===== config.mk =====
export PLATFORM = sky130hd
export DESIGN_NAME = pipe_stage_skid
export DESIGN_NICKNAME = d
export VERILOG_FILES = /design/src/rtl/pipe_stage_skid.sv
export SDC_FILE = /design/constraint.sdc
export NUM_CORES = 1
export LEC_CHECK = 0
export ABC_AREA = 1
export CORE_ASPECT_RATIO = 1.5
export CORE_MARGIN = 8
export CORE_UTILIZATION = 30
export DETAILED_ROUTE_END_ITERATION = 6
export GPL_ROUTABILITY_DRIVEN = 0
export PLACE_DENSITY_LB_ADDON = 0.2
export SYNTH_ARGS = -nofsm -noshare
export SYNTH_HDL_FRONTEND = slang
export SYNTH_SLANG_ARGS = --single-unit

===== constraint.sdc =====
create_clock -name clk -period 2.4 [get_ports clk]
set_clock_uncertainty 0.2 [all_clocks]
set_input_delay 0.36 -clock clk [delete_from_list [all_inputs] [get_ports clk]]
set_output_delay 0.36 -clock clk [all_outputs]
set_load 0.02 [all_outputs]

===== src/rtl/pipe_stage_skid.sv =====
// Pipeline register stage with a one-entry skid buffer so up_ready can be registered.
// Define PIPE_STAGE_PERF_EN to build in the saturating stall/beat performance counters.
module pipe_stage_skid #(
  parameter int DATA_W = 103
) (
  input  logic              clk,
  input  logic              rst,
  input  logic              flush,
  input  logic              up_valid,
  input  logic [DATA_W-1:0] up_data,
  output logic              up_ready,
  output logic              dn_valid,
  output logic [DATA_W-1:0] dn_data,
  input  logic              dn_ready,
  output logic [31:0]       perf_stall_cnt,
  output logic [31:0]       perf_beat_cnt
);

  typedef enum logic [1:0] {
    EMPTY = 2'd0,
    FULL  = 2'd1,
    SKID  = 2'd2
  } state_t;

  state_t            state_q, state_d;
  logic [DATA_W-1:0] main_q, main_d;
  logic [DATA_W-1:0] skid_q, skid_d;
  logic              up_ready_q, up_ready_d;
  logic              up_xfer, dn_xfer;

  assign dn_valid = (state_q != EMPTY);
  assign dn_data  = main_q;
  assign up_ready = up_ready_q;
  assign up_xfer  = up_valid & up_ready_q;
  assign dn_xfer  = dn_valid & dn_ready;

  always_comb begin
    state_d = state_q;
    main_d  = main_q;
    skid_d  = skid_q;
    if (flush) begin
      // Any beat offered alongside flush is swallowed along with the held ones.
      state_d = EMPTY;
      main_d  = '0;
      skid_d  = '0;
    end else begin
      unique case (state_q)
        EMPTY: begin
          if (up_xfer) begin
            state_d = FULL;
            main_d  = up_data;
          end
        end
        FULL: begin
          if (up_xfer && dn_xfer) begin
            main_d = up_data;
          end else if (up_xfer) begin
            state_d = SKID;
            skid_d  = up_data;
          end else if (dn_xfer) begin
            state_d = EMPTY;
          end
        end
        SKID: begin
          if (dn_xfer) begin
            state_d = FULL;
            main_d  = skid_q;
          end
        end
        default: state_d = EMPTY;
      endcase
    end
    // Ready is a flop: it already reflects whether next cycle has room.
    up_ready_d = (state_d != SKID);
  end

  always_ff @(posedge clk) begin
    if (rst) begin
      state_q    <= EMPTY;
      main_q     <= '0;
      skid_q     <= '0;
      up_ready_q <= 1'b1;
    end else begin
      state_q    <= state_d;
      main_q     <= main_d;
      skid_q     <= skid_d;
      up_ready_q <= up_ready_d;
    end
  end

`ifdef PIPE_STAGE_PERF_EN
  logic [31:0] stall_cnt_q, stall_cnt_d;
  logic [31:0] beat_cnt_q, beat_cnt_d;

  always_comb begin
    stall_cnt_d = stall_cnt_q;
    beat_cnt_d  = beat_cnt_q;
    if (dn_valid && !dn_ready && (stall_cnt_q != 32'hFFFF_FFFF)) begin
      stall_cnt_d = stall_cnt_q + 32'd1;
    end
    // A flushed cycle completes no transfer.
    if (dn_xfer && !flush && (beat_cnt_q != 32'hFFFF_FFFF)) begin
      beat_cnt_d = beat_cnt_q + 32'd1;
    end
  end

  always_ff @(posedge clk) begin
    if (rst) begin
      stall_cnt_q <= '0;
      beat_cnt_q  <= '0;
    end else begin
      stall_cnt_q <= stall_cnt_d;
      beat_cnt_q  <= beat_cnt_d;
    end
  end

  assign perf_stall_cnt = stall_cnt_q;
  assign perf_beat_cnt  = beat_cnt_q;
`else
  assign perf_stall_cnt = '0;
  assign perf_beat_cnt  = '0;
`endif

endmodule


==> results of run 1 <==
## cell families after synthesis
kind of cell | share of synthesized area (%)
flip-flops | 42.1
AO/OA/AOI/OAI | 5.29
AND/OR/NAND/NOR | 35.8
buffers and inverters | 16.7
other | 0.0378
## per-layer routing
layer | wire length, um | global-route usage [%] | up-vias
met3 | 2410 | 3.98 | 31
met5 | 0 | 0 | -
met2 | 13200 | 24.2 | 220
li1 | - | - | 4923
met1 | 11200 | 15.0 | 3940
met4 | 453 | 3.56 | 0
## synthesized netlist by cell type
master and number:
nor2_1 413, dfxtp_1 209, a21oi_1 1, o21ai_0 103, inv_1 210, buf_1 1, buf_4 64, nand2_1 523
nand2_2 1, nor2_2 1, clkbuf_1 41, o21ai_1 1, nand3_1 1, conb_1 1, nand3_2 1, inv_2 1
buf_2 46, nand4_1 2
## critical path, stage by stage (launching register included)
cell	delay, ps
dfxtp_2	420
inv_1	90
nand2_1	60
clkdlybuf4s50_1	600
## stage by stage
stage / utilization, % / power, mW / hold slack [ps]
after detailed placement: 37.9 / 4.83 / 301
after global placement: 37.9 / 4.82 / 297
after CTS: 40.2 / 8.42 / 222
final: 40.2 / 8.25 / 253
after global routing: 40.2 / 8.69 / 245
after floorplan: - / 4.37 / 289
## power by group through the flow
stage	Sequential (mW)	Combinational, mW	Clock, mW
floorplan	3.78	0.589	0
global placement	3.69	1.13	0
detailed placement	3.69	1.14	0
CTS	3.62	1.14	3.66
global route	3.62	1.26	3.81
finish	3.61	1.13	3.51
## path summary, 6_finish.rpt
kind / start / end / slack [ps] / cells past startpoint
worst max-delay path: state_q[1] / dn_valid / 160 / 3
worst min-delay path: up_data[86] / skid_q[86] / 250 / 3
worst max register to register: state_q[0] / dn_data[74] / 540 / 7
worst min register to register: dn_data[39] / dn_data[39] / 310 / 4
## flip-flops by register name, indices dropped and copies added (netlist names)
register,count
skid_q,103
dn_data,103
up_ready,1
state_q,2
## timing repair
item	in CTS	in global routing
endpoints found under the setup margin	1	0
resized for setup	1	0
hold buffers	0	0
## area by class of cell
cell class	instances	area share, %
clock buffers	33	5.20
clock inverters	7	0.476
inverters	211	6.03
multi-input cells	1111	33.2
flip-flops and latches	209	31.9
well taps	415	3.95
repair buffers	238	19.3
==> flow_summary.toml, run 1 <==
[run_status]
status = "complete, no violations"

[timing]
setup_viol = 0
layout_setup_ws_ps = 156
finalCriticalPeriod_ps = 2240
fmax_mhz = 446
rsz0062_at_grt = "false"
finalMaxSlewViolations = 0
hold_viol_final = 0
period_share_pct = 93.5
setup_tns_ps = 0

[synthesis]
ys_seq_area_share_pct = 42.1
synth_top_cell_by_area = "dfxtp_1"
synth_seq_cells = 209
synthTopCellsByArea = "dfxtp_1 42%, nand2_1 20%, nor2_1 16%, inv_1 7.9%, o21ai_0 5.2%"
syn_inst = 1620
yosysWarnings = 0
synth.distinct_cells = 18
yosysTopAreaCellShare_pct = 42.1
avgSynthCellArea_sq_um = 6.13
netlist_area_sq_um = 9930

[pwr]
vdd_drop_max_v = 0.000419
p_comb_share_pct = 13.7
power_frac_seq_pct = 43.8
switchingPower_mw = 2.12
leakagePower_nw = 6.53
p_sw_share_pct = 25.7
p_int_mw = 6.13
power_density_nw_per_um2 = 628
clkPwrFrac_pct = 42.5

[routing]
drtIter0Drc = 457
wirelength_um = 27300
drc = 0
ant_nets = 0
vias = 9114
dr.pass1.iters = 6
avgViaCountPerCell = 4.10
wl_per_cell_um = 12.3

[final_layout]
multi_input_area_sq_um = 4360
n_fill_cell = 3422
final_common_cell = "nand2_1"
syn_to_final_growth_pct = 32.3
register_area_sq_um = 4190
finalNonFillerCells = 2224
antenna-diode-count = 0
drive_above_1_share_pct = 3.81
final_cell_area_sq_um = 13100
nets = 1902
most-common-layout-cells = "523 x nand2_1, 413 x nor2_1, 212 x clkdlybuf4s50_1"

[critical_path]
cp-start-kind = "flop"
arrival_ps = 1680
required_ps = 1840
endpoint_kind = "output pin"
critPathKind = "reg -> out"
worst-path-max-fanout = 5

[global_route]
grtUsageTotal_pct = 13.4
grt_pass1_vias = 8464
grt_remaining_overflow = 0
grt_max_degree = 95
antenna_found_initial = 0
grt_pass1_wl_um = 43300

[min_path]
hp-class = "in -> reg"

[floorplan]
die_w_um = 165
start_util_pct = 30.4
ios = 277
num_rows = 81
die_y_um = 239
dieArea_sq_um = 39300
design.core.area_sq_um = 32600

[place]
port-buffer-count = 212
placed_cells = 2184
dpl.hpwl_um = 18800
placed_area_sq_um = 12400
place_ws_ps = 287

[clock_network]
cts_tree = "yes"
path_clk_slew_ps = 60
cts_root_buf = "clkbuf_16"
postCtsSetupBuffers = 0
h-tree-depth = 1
clock-sinks = 209
clk_latency_ps = 500
cts_buffers = 23
clk_path_buf_depth = 3

[run]
drv_cap = 0
(Power assumes the default switching activity.)
==> run 2, diff against run 1 <==
--- a/config.mk
+++ b/config.mk
@@ -8,7 +8,7 @@
 export ABC_AREA = 1
 export CORE_ASPECT_RATIO = 1.5
 export CORE_MARGIN = 8
-export CORE_UTILIZATION = 30
+export CORE_UTILIZATION = 45
 export DETAILED_ROUTE_END_ITERATION = 6
 export GPL_ROUTABILITY_DRIVEN = 0
 export PLACE_DENSITY_LB_ADDON = 0.2
==> run 2 against run 1 <==
Worst setup slack better by 16 ps. Flip-flop and latch count stayed put. First-iteration DRC count is 1.1% higher. Design area is 1.5% lower. Critical path depth stayed put. Non-clock buffer count is 8 lower. Sequential share of layout area is 0.49 points higher. Clock-buffer cell count is 4 lower. Power is 4.2% higher. Register-to-register slack better by 40 ps. Maximum frequency is 0.74% higher. Global-route usage is 4.4 points higher.
==> flow_summary.toml, run 2 (synthesized netlist as in run 1, its figures left out) <==
[global_route]
antenna_found_initial = 2
grt_pass1_wl_um = 40300
grt_max_degree = 105
grtUsageTotal_pct = 17.8
grt_remaining_overflow = 0
grt_pass1_vias = 8352

[final_layout]
utilization_pct = 59.5
n_fill_cell = 2081
drive_above_1_share_pct = 3.39
most-common-layout-cells = "523 x nand2_1, 413 x nor2_1, 212 x clkdlybuf4s50_1"
register_area_sq_um = 4190
final_common_cell = "nand2_1"
syn_to_final_growth_pct = 30.3
multi_input_area_sq_um = 4360
finalNonFillerCells = 2074
nets = 1893

[critical_path]
required_ps = 1840
arrival_ps = 1670
cpPeakStageDelay_ps = 600
worst-path-max-fanout = 5
critPathKind = "reg -> out"
cp-start-kind = "flop"
critPathSlowestCell = "clkdlybuf4s50_1"
endpoint_kind = "output pin"
crit_chain = "inv_1, nand2_1, clkdlybuf4s50_1"

[routing]
avgViaCountPerCell = 4.38
vias = 9086
ant_nets = 0
dr.pass1.iters = 5
wl_per_cell_um = 11.9
wirelength_um = 24700
drc = 0
drtIter0Drc = 462

[run]
drv_cap = 0

[place]
placed_cells = 2033
port-buffer-count = 212
dpl.hpwl_um = 16800

[clock_network]
cts_root_buf = "clkbuf_16"
clk_latency_ps = 500
postCtsSetupBuffers = 0
postCtsHoldBufs = 0
clk_path_buf_depth = 3
h-tree-depth = 1
cts_buffers = 22
clock-sinks = 209
cts_tree = "yes"
path_clk_slew_ps = 60

[pwr]
power_density_nw_per_um2 = 664
leakagePower_nw = 6.51
vdd_drop_max_v = 0.000506

[timing]
worst_pin_slew_ps = 513
setup_viol = 0
max_slew_margin_pct = 65.8
setup_tns_ps = 0
finalMaxSlewViolations = 0
hold-worst-slack_ps = 256
hold_viol_final = 0
period_share_pct = 92.8
rsz0062_at_grt = "false"
fmax_mhz = 449
finalCriticalPeriod_ps = 2230

[floorplan]
die_y_um = 198
die_w_um = 137
num_rows = 66
design.core.area_sq_um = 21700
ios = 277
dieArea_sq_um = 27200
start_util_pct = 45.7

[min_path]
hp-class = "in -> reg"

[run_status]
status = "complete, no violations"
-- run 2: cell count changes in the layout (fill, tap and decap cells not counted) --
cell / before / now
bufinv_16: 1 / 6
clkbuf_8: 7 / 3
clkinvlp_4: 1 / 0
buf_12: 17 / 13
diode_2: 0 / 1
buf_4: 9 / 5
-- run 2: through the flow --
stage | power, mW | cell area, sq um | setup WS, ps
3_5_place_dp | 4.78 | 12100 | 227
4_1_cts | 8.73 | 12900 | 20.5
2_1_floorplan | 4.37 | 10200 | 827
6_report | 8.59 | 12900 | 173
3_3_place_gp | 4.77 | 12100 | 244
5_1_grt | 8.97 | 12900 | 99.8
-- run 2: worst max-delay path, delay by kind of cell (launching register included) --
kind                   cells  cell delay (ps)
buffers and inverters      2              690
flip-flops                 1              420
AND/OR/NAND/NOR            1               60
-- run 2: layout make-up --
| class | instances | area share [%] |
|---|---|---|
| inverters | 211 | 6.12 |
| clock inverters | 11 | 1.59 |
| well taps | 272 | 2.63 |
| multi-input cells | 1111 | 33.7 |
| clock buffers | 29 | 4.86 |
| flip-flops and latches | 209 | 32.4 |
| repair buffers | 230 | 18.7 |
| diodes | 1 | 0.0194 |
-- run 2: timing repair --
action | 4_1_cts | 5_1_grt
hold endpoints to repair | 0 | 0
setup endpoints to repair | 0 | 1
resized for setup | 0 | 1
-- run 2: layer usage --
metal | share of wire (%) | GRT usage, % | wire length [um]
met1 | 41 | 20.7 | 10200
met2 | 49 | 31.7 | 12000
met3 | 7.9 | 4.29 | 1950
met4 | 2.1 | 4.81 | 517
met5 | 0.053 | 0 | 13
-- run 2: power breakdown --
group	leakage, nW	switching [mW]	internal (mW)
registers	1.70	0.0489	3.57
logic	4.40	0.620	0.463
clock network	0.413	1.41	2.48
total	6.51	2.08	6.51
-- run 2: path summary, 6_finish.rpt --
check	to	depth (start not counted)	startpoint	slack, ps
worst min register to register	skid_q[76]	4	skid_q[76]	310
worst min-delay path	skid_q[90]	3	up_data[90]	260
worst max register to register	skid_q[100]	7	state_q[0]	580
worst max-delay path	dn_valid	3	state_q[1]	170
==> run 3, diff against run 2 <==
--- a/config.mk
+++ b/config.mk
@@ -6,7 +6,7 @@
 export NUM_CORES = 1
 export LEC_CHECK = 0
 export ABC_AREA = 1
-export CORE_ASPECT_RATIO = 1.5
+export CORE_ASPECT_RATIO = 1.1
 export CORE_MARGIN = 8
 export CORE_UTILIZATION = 45
 export DETAILED_ROUTE_END_ITERATION = 6
==> run 3 against run 2 <==
Die area shrank 0.34%. Critical path depth did not move. Worst setup slack lost 23 ps. Sequential power hardly changed. Register-to-register slack gained 50 ps. Largest cell class unchanged. Largest power group is now sequential cells.
==> flow_summary.toml, run 3 (synthesized netlist as in run 1, its figures left out) <==
[final_layout]
most-common-layout-cells = "523 x nand2_1, 413 x nor2_1, 212 x clkdlybuf4s50_1"
finalNonFillerCells = 2091
final_common_cell = "nand2_1"
drive_above_1_share_pct = 3.17
antenna-diode-count = 0
nets = 1892
syn_to_final_growth_pct = 29.4

[routing]
drc = 0
ant_nets = 0
dr.pass1.iters = 4
drtIter0Drc = 480
wl_per_cell_um = 11.5
vias = 8972
wirelength_um = 24000
avgViaCountPerCell = 4.29

[floorplan]
ios = 277
design.core.area_sq_um = 21900
dieArea_sq_um = 27100
die_y_um = 172
die_w_um = 158
num_rows = 57
start_util_pct = 45.3

[timing]
max_slew_margin_pct = 62.8
layout_setup_ws_ps = 150
rsz0062_at_grt = "false"
worst_pin_slew_ps = 558
fmax_mhz = 444
setup_viol = 0
hold_viol_final = 0
hold-worst-slack_ps = 272
period_share_pct = 93.8
finalCriticalPeriod_ps = 2250
setup_tns_ps = 0
finalMaxSlewViolations = 0

[pwr]
power_frac_seq_pct = 44.4
p_comb_share_pct = 13.3
switchingPower_mw = 2.01
p_int_mw = 6.12
p_sw_share_pct = 24.8
clkPwrFrac_pct = 42.2
vdd_drop_max_v = 0.000500
power_density_nw_per_um2 = 633
leakagePower_nw = 6.46

[min_path]
whs_path_depth = 3
hp-class = "in -> reg"

[clock_network]
path_clk_slew_ps = 60
clk_path_buf_depth = 3
cts_resized = 0
cts_buffers = 23
cts_tree = "yes"
postCtsSetupBuffers = 0
clk_latency_ps = 490
clock-sinks = 209
h-tree-depth = 1
cts_root_buf = "clkbuf_16"
postCtsHoldBufs = 0

[critical_path]
worst-path-max-fanout = 5
critPathKind = "reg -> out"
worst_path_dominant_cell_family = "buffers and inverters"
endpoint_kind = "output pin"
critPathSlowestCell = "clkdlybuf4s50_1"
reg2reg_depth = 6
cp-start-kind = "flop"
required_ps = 1840
arrival_ps = 1690
crit_chain = "inv_1, nand2_1, clkdlybuf4s50_1"
path_depth = 3
path_buf_inv = 2
cpPeakStageDelay_ps = 640

[run]
drv_cap = 0

[global_route]
grt_pass1_wl_um = 38500
grtUsageTotal_pct = 17.0
use_met3_pct = 5.20
grt_pass1_vias = 8124
antenna_found_initial = 1
grt_util_met2_pct = 29.8
grt_remaining_overflow = 0
grtUsageMet1_pct = 19.9
top_usage_layer = "met2"
grt_max_degree = 120

[place]
placed_cells = 2054
place_ws_ps = 269
port-buffer-count = 212
dpl.hpwl_um = 15900

[run_status]
status = "complete, no violations"
[run 3: changes by cell type in the layout (fill, tap and decap cells not counted)]
cell,change
clkinv_2,-2
diode_2,-1
bufinv_16,-5
buf_4,-2
clkbuf_1,-1
clkbuf_8,+5
[run 3: cell type report]
type / count / area [sq um]
flip-flops and latches: 209 / 4190
clock buffers: 33 / 693
clock inverters: 4 / 45.0
multi-input cells: 1111 / 4360
fillers: 2153 / 9050
inverters: 211 / 792
repair buffers: 228 / 2400
well taps: 295 / 369
[run 3: metal layers]
metal	part of all wire (%)	routed length, um	vias up
met5	0.054	13	-
met4	1.7	408	2
met3	8.7	2080	31
met2	46	11100	196
met1	43	10400	3846
li1	-	-	4897
[run 3: worst register-to-register path, stage by stage (launching register included)]
cell     delay, ps
dfxtp_1        370
inv_2           90
nand2_8        360
buf_4          350
o21ai_0        120
nor2_1         120
nor2_1          50
[run 3: through the flow]
step / power (mW) / cell area (sq um) / utilization (%)
2_1_floorplan: 4.37 / 10200 / -
3_3_place_gp: 4.76 / 12100 / 55.3
3_5_place_dp: 4.78 / 12100 / 55.3
4_1_cts: 8.27 / 12800 / 58.7
5_1_grt: 8.52 / 12800 / 58.7
6_report: 8.13 / 12800 / 58.7
[run 3: final timing paths]
kind | slack [ps] | endpoint | start
setup / recovery | 150 | dn_valid | state_q[1]
hold / removal | 270 | skid_q[45] | up_data[45]
setup reg to reg | 630 | dn_data[7] | state_q[0]
hold reg to reg | 310 | dn_data[47] | dn_data[47]
[run 3: power by group through the flow]
stage               Clock (mW)  Combinational [mW]  Sequential, mW
floorplan                    0               0.589            3.78
global placement             0                1.08            3.69
detailed placement           0                1.08            3.69
CTS                       3.56                1.09            3.61
global route              3.69                1.21            3.62
finish                    3.43                1.08            3.61
